[src/rtl/mem_wb_if.sv]
// Bundle of MEM-stage inputs and registered WB-stage outputs for mem_wb.
// MEMWB_FLUSH_EN adds the synchronous flush input.
interface mem_wb_if #(
   parameter int DATA_W = 16,
   parameter int OP_W   = 4,
   parameter int RW_W   = 3
);
   logic              of;
   logic [DATA_W-1:0] rd, ALUout, rd1, rd15;
   logic [OP_W-1:0]   op1, op2;
   logic [RW_W-1:0]   regWrite;
   logic              F;
`ifdef MEMWB_FLUSH_EN
   logic              flush;
`endif
   logic [DATA_W-1:0] memwbRD, memwbALUout, memwbRD1, memwbRD15;
   logic [OP_W-1:0]   memwbOP1, memwbOP2;
   logic [RW_W-1:0]   memwbregWrite;
   logic              memwbF;

   modport master (
      output of, rd, ALUout, rd1, rd15, op1, op2, regWrite, F,
`ifdef MEMWB_FLUSH_EN
      output flush,
`endif
      input  memwbRD, memwbALUout, memwbRD1, memwbRD15, memwbOP1, memwbOP2,
             memwbregWrite, memwbF
   );

   modport slave (
      input  of, rd, ALUout, rd1, rd15, op1, op2, regWrite, F,
`ifdef MEMWB_FLUSH_EN
      input  flush,
`endif
      output memwbRD, memwbALUout, memwbRD1, memwbRD15, memwbOP1, memwbOP2,
             memwbregWrite, memwbF
   );
endinterface

[src/rtl/mem_wb.sv]
// MEM/WB pipeline register: one-cycle capture, overflow squashes regWrite.
// MEMWB_FLUSH_EN adds a synchronous flush that loads a bubble.
module mem_wb #(
   parameter int DATA_W = 16,
   parameter int OP_W   = 4,
   parameter int RW_W   = 3
) (
   input logic    clk,
   input logic    reset,
   mem_wb_if.slave bus
);
   typedef struct packed {
      logic [DATA_W-1:0] rd;
      logic [DATA_W-1:0] alu;
      logic [DATA_W-1:0] rd1;
      logic [DATA_W-1:0] rd15;
      logic [OP_W-1:0]   op1;
      logic [OP_W-1:0]   op2;
      logic [RW_W-1:0]   rw;
      logic              f;
   } stage_t;

   stage_t nxt, q;

   always_comb begin
      nxt      = '0;
      nxt.rd   = bus.rd;
      nxt.alu  = bus.ALUout;
      nxt.rd1  = bus.rd1;
      nxt.rd15 = bus.rd15;
      nxt.op1  = bus.op1;
      nxt.op2  = bus.op2;
      nxt.f    = bus.F;
      // Undriven of must not kill the write, so only a solid 1 squashes.
      nxt.rw   = (bus.of === 1'b1) ? '0 : bus.regWrite;
`ifdef MEMWB_FLUSH_EN
      if (bus.flush) nxt = '0;
`endif
   end

   always_ff @(posedge clk or negedge reset) begin
      if (!reset) q <= '0;
      else        q <= nxt;
   end

   assign bus.memwbRD       = q.rd;
   assign bus.memwbALUout   = q.alu;
   assign bus.memwbRD1      = q.rd1;
   assign bus.memwbRD15     = q.rd15;
   assign bus.memwbOP1      = q.op1;
   assign bus.memwbOP2      = q.op2;
   assign bus.memwbregWrite = q.rw;
   assign bus.memwbF        = q.f;
endmodule

[src/flat_wrapper.sv]
// flat-port wrapper written by rule: the top's interface ports become plain ports
module mem_wb_flat 
#(
   parameter int DATA_W = 16,
   parameter int OP_W   = 4,
   parameter int RW_W   = 3
)
  (clk, reset, bus_of, bus_rd, bus_ALUout, bus_rd1, bus_rd15, bus_op1, bus_op2, bus_regWrite, bus_F, bus_memwbRD, bus_memwbALUout, bus_memwbRD1, bus_memwbRD15, bus_memwbOP1, bus_memwbOP2, bus_memwbregWrite, bus_memwbF);
  mem_wb_if #(.DATA_W(DATA_W), .OP_W(OP_W), .RW_W(RW_W)) bus_i ();
  input logic clk;
  input logic reset;
  input wire logic [$bits(bus_i.of)-1:0] bus_of;
  input wire logic [$bits(bus_i.rd)-1:0] bus_rd;
  input wire logic [$bits(bus_i.ALUout)-1:0] bus_ALUout;
  input wire logic [$bits(bus_i.rd1)-1:0] bus_rd1;
  input wire logic [$bits(bus_i.rd15)-1:0] bus_rd15;
  input wire logic [$bits(bus_i.op1)-1:0] bus_op1;
  input wire logic [$bits(bus_i.op2)-1:0] bus_op2;
  input wire logic [$bits(bus_i.regWrite)-1:0] bus_regWrite;
  input wire logic [$bits(bus_i.F)-1:0] bus_F;
  output wire logic [$bits(bus_i.memwbRD)-1:0] bus_memwbRD;
  output wire logic [$bits(bus_i.memwbALUout)-1:0] bus_memwbALUout;
  output wire logic [$bits(bus_i.memwbRD1)-1:0] bus_memwbRD1;
  output wire logic [$bits(bus_i.memwbRD15)-1:0] bus_memwbRD15;
  output wire logic [$bits(bus_i.memwbOP1)-1:0] bus_memwbOP1;
  output wire logic [$bits(bus_i.memwbOP2)-1:0] bus_memwbOP2;
  output wire logic [$bits(bus_i.memwbregWrite)-1:0] bus_memwbregWrite;
  output wire logic [$bits(bus_i.memwbF)-1:0] bus_memwbF;
  assign bus_i.of = bus_of;
  assign bus_i.rd = bus_rd;
  assign bus_i.ALUout = bus_ALUout;
  assign bus_i.rd1 = bus_rd1;
  assign bus_i.rd15 = bus_rd15;
  assign bus_i.op1 = bus_op1;
  assign bus_i.op2 = bus_op2;
  assign bus_i.regWrite = bus_regWrite;
  assign bus_i.F = bus_F;
  assign bus_memwbRD = bus_i.memwbRD;
  assign bus_memwbALUout = bus_i.memwbALUout;
  assign bus_memwbRD1 = bus_i.memwbRD1;
  assign bus_memwbRD15 = bus_i.memwbRD15;
  assign bus_memwbOP1 = bus_i.memwbOP1;
  assign bus_memwbOP2 = bus_i.memwbOP2;
  assign bus_memwbregWrite = bus_i.memwbregWrite;
  assign bus_memwbF = bus_i.memwbF;
  mem_wb #(.DATA_W(DATA_W), .OP_W(OP_W), .RW_W(RW_W)) u_core (.clk(clk), .reset(reset), .bus(bus_i));
endmodule
[config.mk]
export PLATFORM = sky130hd
export DESIGN_NAME = mem_wb_flat
export DESIGN_NICKNAME = d
export VERILOG_FILES = /design/src/rtl/mem_wb_if.sv /design/src/rtl/mem_wb.sv /design/src/flat_wrapper.sv
export SDC_FILE = /design/constraint.sdc
export NUM_CORES = 1
export LEC_CHECK = 0
export ABC_AREA = 1
export CORE_MARGIN = 2
export CORE_UTILIZATION = 50
export CTS_CLUSTER_SIZE = 16
export DETAILED_ROUTE_END_ITERATION = 12
export DONT_BUFFER_PORTS = 1
export PLACE_DENSITY = 0.68
export RECOVER_POWER = 100
export SYNTH_ARGS = -nofsm -noshare
export SYNTH_HDL_FRONTEND = slang
export SYNTH_SLANG_ARGS = --single-unit
export TNS_END_PERCENT = 30
[constraint.sdc]
create_clock -name clk -period 0.8 [get_ports clk]
set_input_delay 0.08 -clock clk [delete_from_list [all_inputs] [get_ports clk]]
set_output_delay 0.08 -clock clk [all_outputs]
set_load 0.02 [all_outputs]
After elaboration in Yosys (flattened, before gate mapping)
Index checks and enable logic that the tools add are counted.

cells by class
  eq/ne operators = 1
  muxes and demuxes = 1

operators by type and width
  operator             count
  $mux 3               1
  $eqx 1x1->1 const B  1

storage, ports and cells
  bits in registers = 76
  logic and storage cells = 10
  input port bits = 79
  output and inout port bits = 76

Longest topological paths before layout
Gate-level depths: netlist (run 1).

  word-level depth = 2
  gate-level depth with buffers = 2
  depth with buffers taken out = 2

Least setup slack after synthesis (run 1)
OpenSTA, ideal clock, no wires.

  path type = reg2out
  start point = register u_core.q (netlist bit u_core.bus.memwbALUout[0])
  end point = output bus_memwbALUout[0]
  path buffers = 0
  stages on the path, launching flop included = 1
  arrival = 416 ps
  slack = 304 ps
  cell sequence = dfrtp_1

RTL lines
  what                    line                text
  start, declared         mem_wb.sv:23        stage_t nxt, q;
  start signal, assigned  mem_wb.sv:43        else q <= nxt;
  end, declared           flat_wrapper.sv:22  output wire logic [$bits(bus_i.memwbALUout)-1:0] bus_memwbALUout;

No word-level cell between the ends.

Final worst setup path (run 1)
  start point = register u_core.q (netlist bit u_core.bus.memwbALUout[5])
  end point = output bus_memwbALUout[5]

No word-level cell between the ends.

==> impl_metrics.py, run 1 <==
metrics = {
    "floorplan": {
        "start_util_pct": 52.2,
        "die_x_um": 66.0,
        "fp.dieArea_mm2": 0.00436,
        "rows": 22,
        "core_mm2": 0.00369,
        "die_y_um": 66.0,
        "num_io_pins": 155,
    },
    "placed_design": {
        "globalplace.congestion": 0.629,
        "portBuffers": 0,
        "pre_cts_ws_ns": 0.274,
        "dp_hpwl_um": 2450,
    },
    "synth": {
        "syn_nets": 161,
        "syn_inst": 82,
        "synthMostInstantiatedCell": "dfrtp_1",
        "synth_edf_count": 0,
        "synthTopCellsByArea": "dfrtp_1 (99%), inv_1 (0.59%), nor2_1 (0.59%)",
        "syn_area_mm2": 0.00192,
        "synth_seq_cells": 76,
        "synth_warnings": 0,
        "synth_area_leader_cell": "dfrtp_1",
        "synthTopCellsByCount": "dfrtp_1 (76), inv_1 (3), nor2_1 (3)",
        "synth_ff_type": "dfrtp_1",
        "synth.avg_cell_area_um2": 23.5,
        "ys_types": 3,
        "ys_seq_area_share_pct": 98.8,
        "synth_top_area_share_pct": 98.8,
        "ys_async_sr_fraction_pct": 100,
    },
    "status": {
        "status": "complete, but fails checks",
        "violations": "negative hold slack, negative setup slack",
    },
    "cells_and_area": {
        "register_area_mm2": 0.00200,
        "syn_to_final_growth_pct": 57.9,
        "post-route-util_pct": 82.4,
        "fin_nets": 249,
        "drive_above_1_share_pct": 50.9,
        "diodes": 0,
        "fill_cells": 171,
        "multi_input_area_um2": 11.3,
    },
    "clock_network": {
        "hold_buffers": 77,
        "cts_buffers": 9,
        "clk_pin_slew_worst_paths_ns": 0.07,
        "clock_sinks": 76,
        "clockBufferDepth": 2,
        "ctsRootBufferMaster": "clkbuf_8",
        "cts_tree": "yes",
        "ctsHtreeMaxLevel": 3,
    },
    "drt": {
        "drc": 0,
        "vias": 1045,
        "drt_wl_total_um": 4430,
        "ant_nets": 0,
        "drt_iter0_drc": 88,
        "vias_per_cell": 4.73,
        "drt-pass1-iter-count": 4,
        "wl_per_cell_um": 20.0,
    },
    "run": {
        "drv_cap": 0,
    },
    "timing": {
        "finalWorstSetupSlack_ns": -0.0599,
        "whs_ns": -0.554,
        "hold_viol": 76,
        "finalCriticalPeriod_ns": 0.860,
        "setup_viol": 76,
        "max_freq_mhz": 1160,
        "slew-limit-headroom_pct": 86.9,
        "report.final.slew_viol_count": 0,
        "period_share_pct": 107,
        "setup_tns_ns": -3.71,
        "tightest_slew_ns": 0.196,
        "rsz0062_at_grt": "true",
    },
    "worst_setup_path": {
        "cp_num_cells": 0,
        "critPathKind": "reg2out",
        "worstSetupStartpoint": "u_core.bus.memwbALUout[5]",
        "worst_ep_arrival_time_ns": 0.78,
        "worst_setup_path_start_kind": "flip-flop",
        "required_ns": 0.72,
        "cp-end-kind": "output pin",
        "path_max_fanout": 1,
    },
    "grt": {
        "antenna_found_initial": 0,
        "grt_pass1_vias": 1205,
        "grt_max_degree": 77,
        "grt_pass1_wl_um": 6310,
        "overflow": 0,
        "track_usage_pct": 21.5,
    },
    "pwr": {
        "switching_share_pct": 21.1,
        "leakage_nw": 1.26,
        "clkPwrFrac_pct": 36.6,
        "seq_power_share_pct": 59.2,
        "p_int_mw": 5.90,
        "power_frac_comb_pct": 4.3,
        "p_switching_mw": 1.57,
        "ir_drop_mv": 1.95,
        "power-per-cell-area_mw_per_mm2": 2460,
    },
    "hold_path": {
        "hold_class": "in2async",
    },
}
-- power groups by stage --
stage               combinational, mW  clock, mW  sequential (mW)
global placement              0.00644          0             4.45
global route                    0.341       2.97             4.44
detailed placement            0.00705          0             4.45
CTS                             0.312       2.77             4.41
finish                          0.318       2.73             4.43
floorplan                     0.00582          0             4.42
-- registers in the layout (all words and copies together) (netlist names) --
signal / flops
u_core.bus.memwbF: 1
u_core.bus.memwbRD: 16
u_core.bus.memwbregWrite: 3
u_core.bus.memwbRD1: 16
u_core.bus.memwbRD15: 16
u_core.bus.memwbOP2: 4
u_core.bus.memwbALUout: 16
u_core.bus.memwbOP1: 4
-- per-layer routing --
metal  vias to the layer above  global-route usage [%]  part of all wire (%)  wire (µm)
met5                         -                       0                     0          0
met4                         0                    11.2                   2.1         91
li1                        420                       -                     -          -
met1                       513                    21.0                    31       1380
met3                         8                    10.7                    14        629
met2                       104                    37.1                    52       2320
-- worst max path at each step --
stage,end,slack [ns]
finish,bus_memwbALUout[5],-0.06
global route,bus_memwbALUout[10],-0.09
CTS,bus_memwbOP1[2],-0.07
detailed placement,bus_memwbOP1[2],0.27
global placement,bus_memwbALUout[13],0.28
floorplan,bus_memwbALUout[0],0.30
-- through the flow --
stage | area (µm²) | std cells | power [mW]
after floorplan | 1920 | 82 | 4.43
after global placement | 1980 | 130 | 4.46
after detailed placement | 1980 | 130 | 4.46
after CTS | 3010 | 221 | 7.50
after global routing | 3040 | 221 | 7.76
final | 3040 | 221 | 7.48
-- cells by family (layout without fill, tap and decap cells) --
logic type | Yosys count | after routing | share of synthesized area, %
buffers and inverters | 3 | 94 | 0.585
flip-flops | 76 | 76 | 98.8
AND/OR/NAND/NOR | 3 | 3 | 0.585
-- cells in the final DEF, fill, tap and decap left out, drive strengths merged --
cell type | synthesis | routed
dlygate4sd3 | 0 | 77
dfrtp | 76 | 76
clkbuf | 0 | 12
inv | 3 | 3
nor2 | 3 | 3
bufinv | 0 | 1
clkinv | 0 | 1
-- what timing repair did --
item	4_1_cts	5_1_grt
setup endpoints to repair	76	76
endpoints found under the hold margin	152	76
gates cloned	0	0
setup buffers	0	0
pin swaps	0	0
gates resized for setup	53	22
-- area by class of cell --
class | instances | area share (%)
flip-flops and latches | 76 | 65.7
repair buffers | 77 | 25.4
clock buffers | 12 | 5.10
well taps | 48 | 1.98
clock inverters | 2 | 1.15
multi-input cells | 3 | 0.371
inverters | 3 | 0.371
(Power assumes the default switching activity.)
==> run 2, diff against run 1 <==
Settings changed: ABC_AREA 1 to unset.
==> run 2 against run 1 <==
  * The flow still finishes with violations (negative hold slack, negative setup slack)
  * Sequential cell count is the same
  * Area after synthesis shrank 0.20%
  * Largest cell class unchanged
  * Die area shrank 0.18%
  * Highest routed layer unchanged
  * Global-route usage grew 0.92 points
==> impl_metrics.py, run 2 <==
metrics = {
    "cells_and_area": {
        "diodes": 0,
        "drive_above_1_share_pct": 50.9,
        "final_cell_mix": "dlygate4sd3_1 (77), dfrtp_2 (72), clkbuf_8 (10)",
        "mostFrequentLayoutCell": "dlygate4sd3_1",
        "syn_to_final_growth_pct": 57.9,
        "fin_nets": 246,
        "post-route-util_pct": 82.2,
    },
    "synth": {
        "ys_types": 2,
        "synth_ff_type": "dfrtp_1",
        "synth_compound_area_share_pct": 0,
        "synthTopCellsByCount": "dfrtp_1 (76), nor2b_1 (3)",
        "synth-xor-area-share_pct": 0,
        "synth_edf_count": 0,
        "synth_top_family_by_area": "simple AND/OR/NAND/NOR gates",
        "synth_top_area_share_pct": 99.0,
        "synthSimpleGateAreaFrac_pct": 0.977,
        "syn_area_mm2": 0.00192,
        "synth_seq_cells": 76,
        "ys_seq_area_share_pct": 99.0,
        "synth_warnings": 0,
        "synthMostInstantiatedCell": "dfrtp_1",
        "synth.avg_cell_area_um2": 24.3,
        "synth_adder_area_share_pct": 0,
        "ys_async_sr_fraction_pct": 100,
        "syn_nets": 158,
        "synth_area_leader_cell": "dfrtp_1",
        "syn_inst": 79,
        "synth_mux_area_share_pct": 0,
        "synthTopCellsByArea": "dfrtp_1 (99%), nor2b_1 (0.98%)",
    },
    "drt": {
        "drt_iter0_drc": 56,
        "wl_per_cell_um": 20.6,
        "vias": 1011,
        "drt_wl_total_um": 4520,
        "drt-pass1-iter-count": 2,
        "vias_per_cell": 4.62,
        "drc": 0,
        "ant_nets": 0,
    },
    "grt": {
        "track_usage_pct": 22.4,
        "grt_pass1_wl_um": 6300,
        "antenna_found_initial": 0,
        "overflow": 0,
        "grt_pass1_vias": 1147,
        "grt_max_degree": 77,
    },
    "timing": {
        "setup_viol": 76,
        "report.final.slew_viol_count": 0,
        "slew-limit-headroom_pct": 87.0,
        "finalCriticalPeriod_ns": 0.879,
        "whs_ns": -0.569,
        "finalWorstSetupSlack_ns": -0.0791,
        "rsz0062_at_grt": "true",
        "tightest_slew_ns": 0.195,
        "hold_viol": 76,
        "max_freq_mhz": 1140,
        "period_share_pct": 110,
    },
    "floorplan": {
        "die_y_um": 66.0,
        "die_x_um": 66.0,
        "num_io_pins": 155,
        "fp.dieArea_mm2": 0.00435,
        "start_util_pct": 52.1,
        "core_mm2": 0.00369,
        "rows": 22,
    },
    "placed_design": {
        "portBuffers": 0,
        "globalplace.congestion": 0.760,
        "pre_cts_ws_ns": 0.271,
    },
    "pwr": {
        "ir_drop_mv": 1.99,
        "power-per-cell-area_mw_per_mm2": 2470,
        "leakage_nw": 1.24,
    },
    "clock_network": {
        "ctsHtreeMaxLevel": 3,
        "hold_buffers": 77,
        "ctsRootBufferMaster": "clkbuf_8",
        "clk_pin_slew_worst_paths_ns": 0.07,
        "cts_buffers": 9,
        "clock_sinks": 76,
        "clockBufferDepth": 2,
        "cts_setup_buffers": 0,
        "cts_tree": "yes",
    },
    "worst_setup_path": {
        "worst_ep_arrival_time_ns": 0.80,
        "worst_setup_path_start_kind": "flip-flop",
        "path_max_fanout": 1,
        "critPathKind": "reg2out",
        "required_ns": 0.72,
        "cp-end-kind": "output pin",
    },
    "run": {
        "drv_cap": 0,
    },
    "hold_path": {
        "hold_class": "in2async",
    },
    "status": {
        "status": "complete, but fails checks",
        "violations": "negative hold slack, negative setup slack",
    },
}
[run 2: cell types whose count changed after synthesis, sizes merged]
cell / previous run / this run
inv: 3 / 0
nor2: 3 / 0
nor2b: 0 / 3
[run 2: metal layers]
| metal | up-vias | GRT usage [%] | routed length [µm] | share of wire, % |
|---|---|---|---|---|
| met3 | 9 | 15.2 | 628 | 14 |
| met5 | - | 0 | 0 | 0 |
| met1 | 484 | 21.2 | 1460 | 32 |
| met4 | 0 | 10.5 | 98 | 2.2 |
| li1 | 416 | - | - | - |
| met2 | 102 | 37.1 | 2330 | 52 |
[run 2: final cells by class]
cell class / instances / area (µm²)
fill: 180 / 657
multi-input combinational: 3 / 18.8
timing repair buffer: 77 / 771
clock buffer: 10 / 138
sequential: 76 / 1990
tap: 48 / 60.1
clock inverter: 5 / 52.6
[run 2: path summary, 6_finish.rpt]
kind | slack (ns) | cells after the start | to | from
max | -0.08 | 0 | bus_memwbRD1[2] | u_core.bus.memwbRD1[2]
min | -0.57 | 0 | u_core.bus.memwbRD15[14] | reset
max in group asynchronous | 1.24 | 0 | u_core.bus.memwbALUout[15] | reset
min in group clk | 0.29 | 1 | u_core.bus.memwbRD[1] | bus_rd[1]
[run 2: repair_timing]
action                     in CTS  in global routing
hold endpoints to repair      152                 76
setup endpoints to repair      76                 76
resized for setup              55                 17
[run 2: through the flow]
stage / total power [mW] / hold slack (ns) / setup TNS (ns) / std cells / area [µm²]
floorplan: 4.43 / -0.216 / 0 / 79 / 1920
global placement: 4.46 / -0.214 / 0 / 127 / 1980
detailed placement: 4.46 / -0.215 / 0 / 127 / 1980
CTS: 7.51 / -0.580 / -5.67 / 219 / 3010
global route: 7.79 / -0.603 / -7.72 / 219 / 3030
finish: 7.50 / -0.569 / -4.93 / 219 / 3030
[run 2: cell families after synthesis]
logic type and after synthesis:
and+or+nand+nor 3, DFF 76
[run 2: power by group]
part	internal (mW)	total, mW	switching, mW
combinational	0.253	0.316	0.0630
sequential	4.07	4.42	0.348
clock	1.49	2.76	1.27
total	5.82	7.50	1.69
==> run 3, diff against run 2 <==
Settings changed: CORE_UTILIZATION 50 to 35, PLACE_DENSITY 0.68 to 0.52.
==> run 3 against run 2 <==
  * The flow still finishes with violations (negative hold slack, negative setup slack)
  * Hold slack better by 0.0015 ns
  * Via count is 0.30% higher
  * Sequential power hardly changed
  * First-iteration DRC count is 59% lower
  * Worst setup slack better by 0.0017 ns
  * Maximum frequency is 0.20% higher
  * Combinational power hardly changed
  * Clock power hardly changed
  * Global-route usage is 7.6 points lower
  * Critical path type unchanged
==> impl_metrics.py, run 3 (same netlist as run 2, synthesis figures left out) <==
metrics = {
    "status": {
        "status": "complete, but fails checks",
        "violations": "negative hold slack, negative setup slack",
    },
    "worst_setup_path": {
        "required_ns": 0.72,
        "cp-end-kind": "output pin",
        "path_max_fanout": 1,
        "worst_setup_path_start_kind": "flip-flop",
        "critPathKind": "reg2out",
        "worst_ep_arrival_time_ns": 0.80,
    },
    "floorplan": {
        "die_x_um": 78.1,
        "fp.dieArea_mm2": 0.00610,
        "core_mm2": 0.00520,
        "rows": 26,
        "start_util_pct": 36.9,
        "die_y_um": 78.1,
        "num_io_pins": 155,
    },
    "drt": {
        "vias": 1014,
        "drt_wl_total_um": 4190,
        "drt-pass1-iter-count": 2,
        "drt_iter0_drc": 23,
        "drc": 0,
        "wl_per_cell_um": 17.4,
        "vias_per_cell": 4.21,
        "ant_nets": 0,
    },
    "cells_and_area": {
        "mostFrequentLayoutCell": "dlygate4sd3_1",
        "final_cell_mix": "dlygate4sd3_1 (77), dfrtp_2 (68), clkbuf_8 (9)",
        "multi_input_area_um2": 18.8,
        "drive_above_1_share_pct": 48.5,
        "fin_nets": 246,
        "syn_to_final_growth_pct": 59.0,
        "final_cells": 241,
        "finalInstanceArea_mm2": 0.00305,
        "fill_cells": 399,
        "register_area_mm2": 0.00199,
        "diodes": 0,
    },
    "timing": {
        "period_share_pct": 110,
        "hold_viol": 76,
        "report.final.slew_viol_count": 0,
        "finalWorstSetupSlack_ns": -0.0773,
        "rsz0062_at_grt": "true",
        "max_freq_mhz": 1140,
        "tightest_slew_ns": 0.195,
        "slew-limit-headroom_pct": 87.0,
        "setup_viol": 76,
        "setup_tns_ns": -4.81,
        "whs_ns": -0.568,
        "finalCriticalPeriod_ns": 0.877,
    },
    "grt": {
        "grt_use_met1_pct": 14.7,
        "grtUsageMet2_pct": 25.0,
        "antenna_found_initial": 0,
        "track_usage_pct": 14.8,
        "grt_pass1_wl_um": 6310,
        "use_met3_pct": 6.78,
        "overflow": 0,
        "grt_pass1_vias": 1171,
        "grt_max_degree": 77,
        "top_usage_layer": "met2",
    },
    "run": {
        "drv_cap": 0,
    },
    "placed_design": {
        "dp_cells": 149,
        "globalplace.congestion": 0.633,
        "place_area_mm2": 0.00201,
        "portBuffers": 0,
    },
    "pwr": {
        "ir_drop_mv": 1.45,
        "leakage_nw": 1.24,
        "power-per-cell-area_mw_per_mm2": 2440,
    },
    "clock_network": {
        "cts_setup_buffers": 0,
        "ctsHtreeMaxLevel": 3,
        "cts_buffers": 9,
        "clk_pin_slew_worst_paths_ns": 0.08,
        "cts_tree": "yes",
        "clock_sinks": 76,
        "ctsRootBufferMaster": "clkbuf_8",
        "hold_buffers": 77,
        "clockBufferDepth": 2,
    },
    "hold_path": {
        "hold_class": "in2async",
    },
}
==> run 3: changes by cell type in the layout (fill, tap and decap cells not counted) <==
cell,change
inv_6,+1
clkbuf_8,-1
dfrtp_2,-4
clkinv_2,-1
clkinv_4,+1
dfrtp_1,+4
==> run 3: power by group <==
part | internal, mW | switching, mW
Combinational | 0.253 | 0.0598
Sequential | 4.07 | 0.347
Clock | 1.43 | 1.30
==> run 3: worst max-delay path by stage <==
stage                               from            endpoint  slack [ns]  cells past startpoint
2_1_floorplan  u_core.bus.memwbALUout[0]  bus_memwbALUout[0]        0.30                      0
5_1_grt        u_core.bus.memwbALUout[5]  bus_memwbALUout[5]       -0.11                      0
6_report               u_core.bus.memwbF          bus_memwbF       -0.08                      0
4_1_cts            u_core.bus.memwbRD[8]      bus_memwbRD[8]        -0.1                      0
3_5_place_dp       u_core.bus.memwbRD[8]      bus_memwbRD[8]        0.27                      0
3_3_place_gp       u_core.bus.memwbRD[0]      bus_memwbRD[0]        0.28                      0
==> run 3: area by class of cell <==
type / count / share of cell area [%]
Sequential cell: 76 / 65.1
Timing Repair Buffer: 77 / 25.2
Clock buffer: 9 / 4.06
Tap cell: 70 / 2.87
Clock inverter: 6 / 2.13
Multi-Input combinational cell: 3 / 0.615
==> run 3: through the flow <==
stage / utilization [%] / setup WS [ns] / power, mW
floorplan: - / 0.304 / 4.43
global placement: 38.6 / 0.282 / 4.46
detailed placement: 38.6 / 0.265 / 4.46
CTS: 58.2 / -0.0966 / 7.53
global route: 58.7 / -0.110 / 7.82
finish: 58.7 / -0.0773 / 7.46
==> run 3: timing repair <==
action,in CTS,in global routing
gates cloned,0,0
gates resized for setup,50,18
pin swaps,0,0
hold endpoints to repair,152,76
setup endpoints to repair,76,76
==> run 3: routing by layer <==
metal,share of wire [%],vias up,wire (µm)
li1,-,417,-
met1,33,485,1370
met2,52,102,2190
met3,13,10,535
met4,2.3,0,96
met5,0,-,0
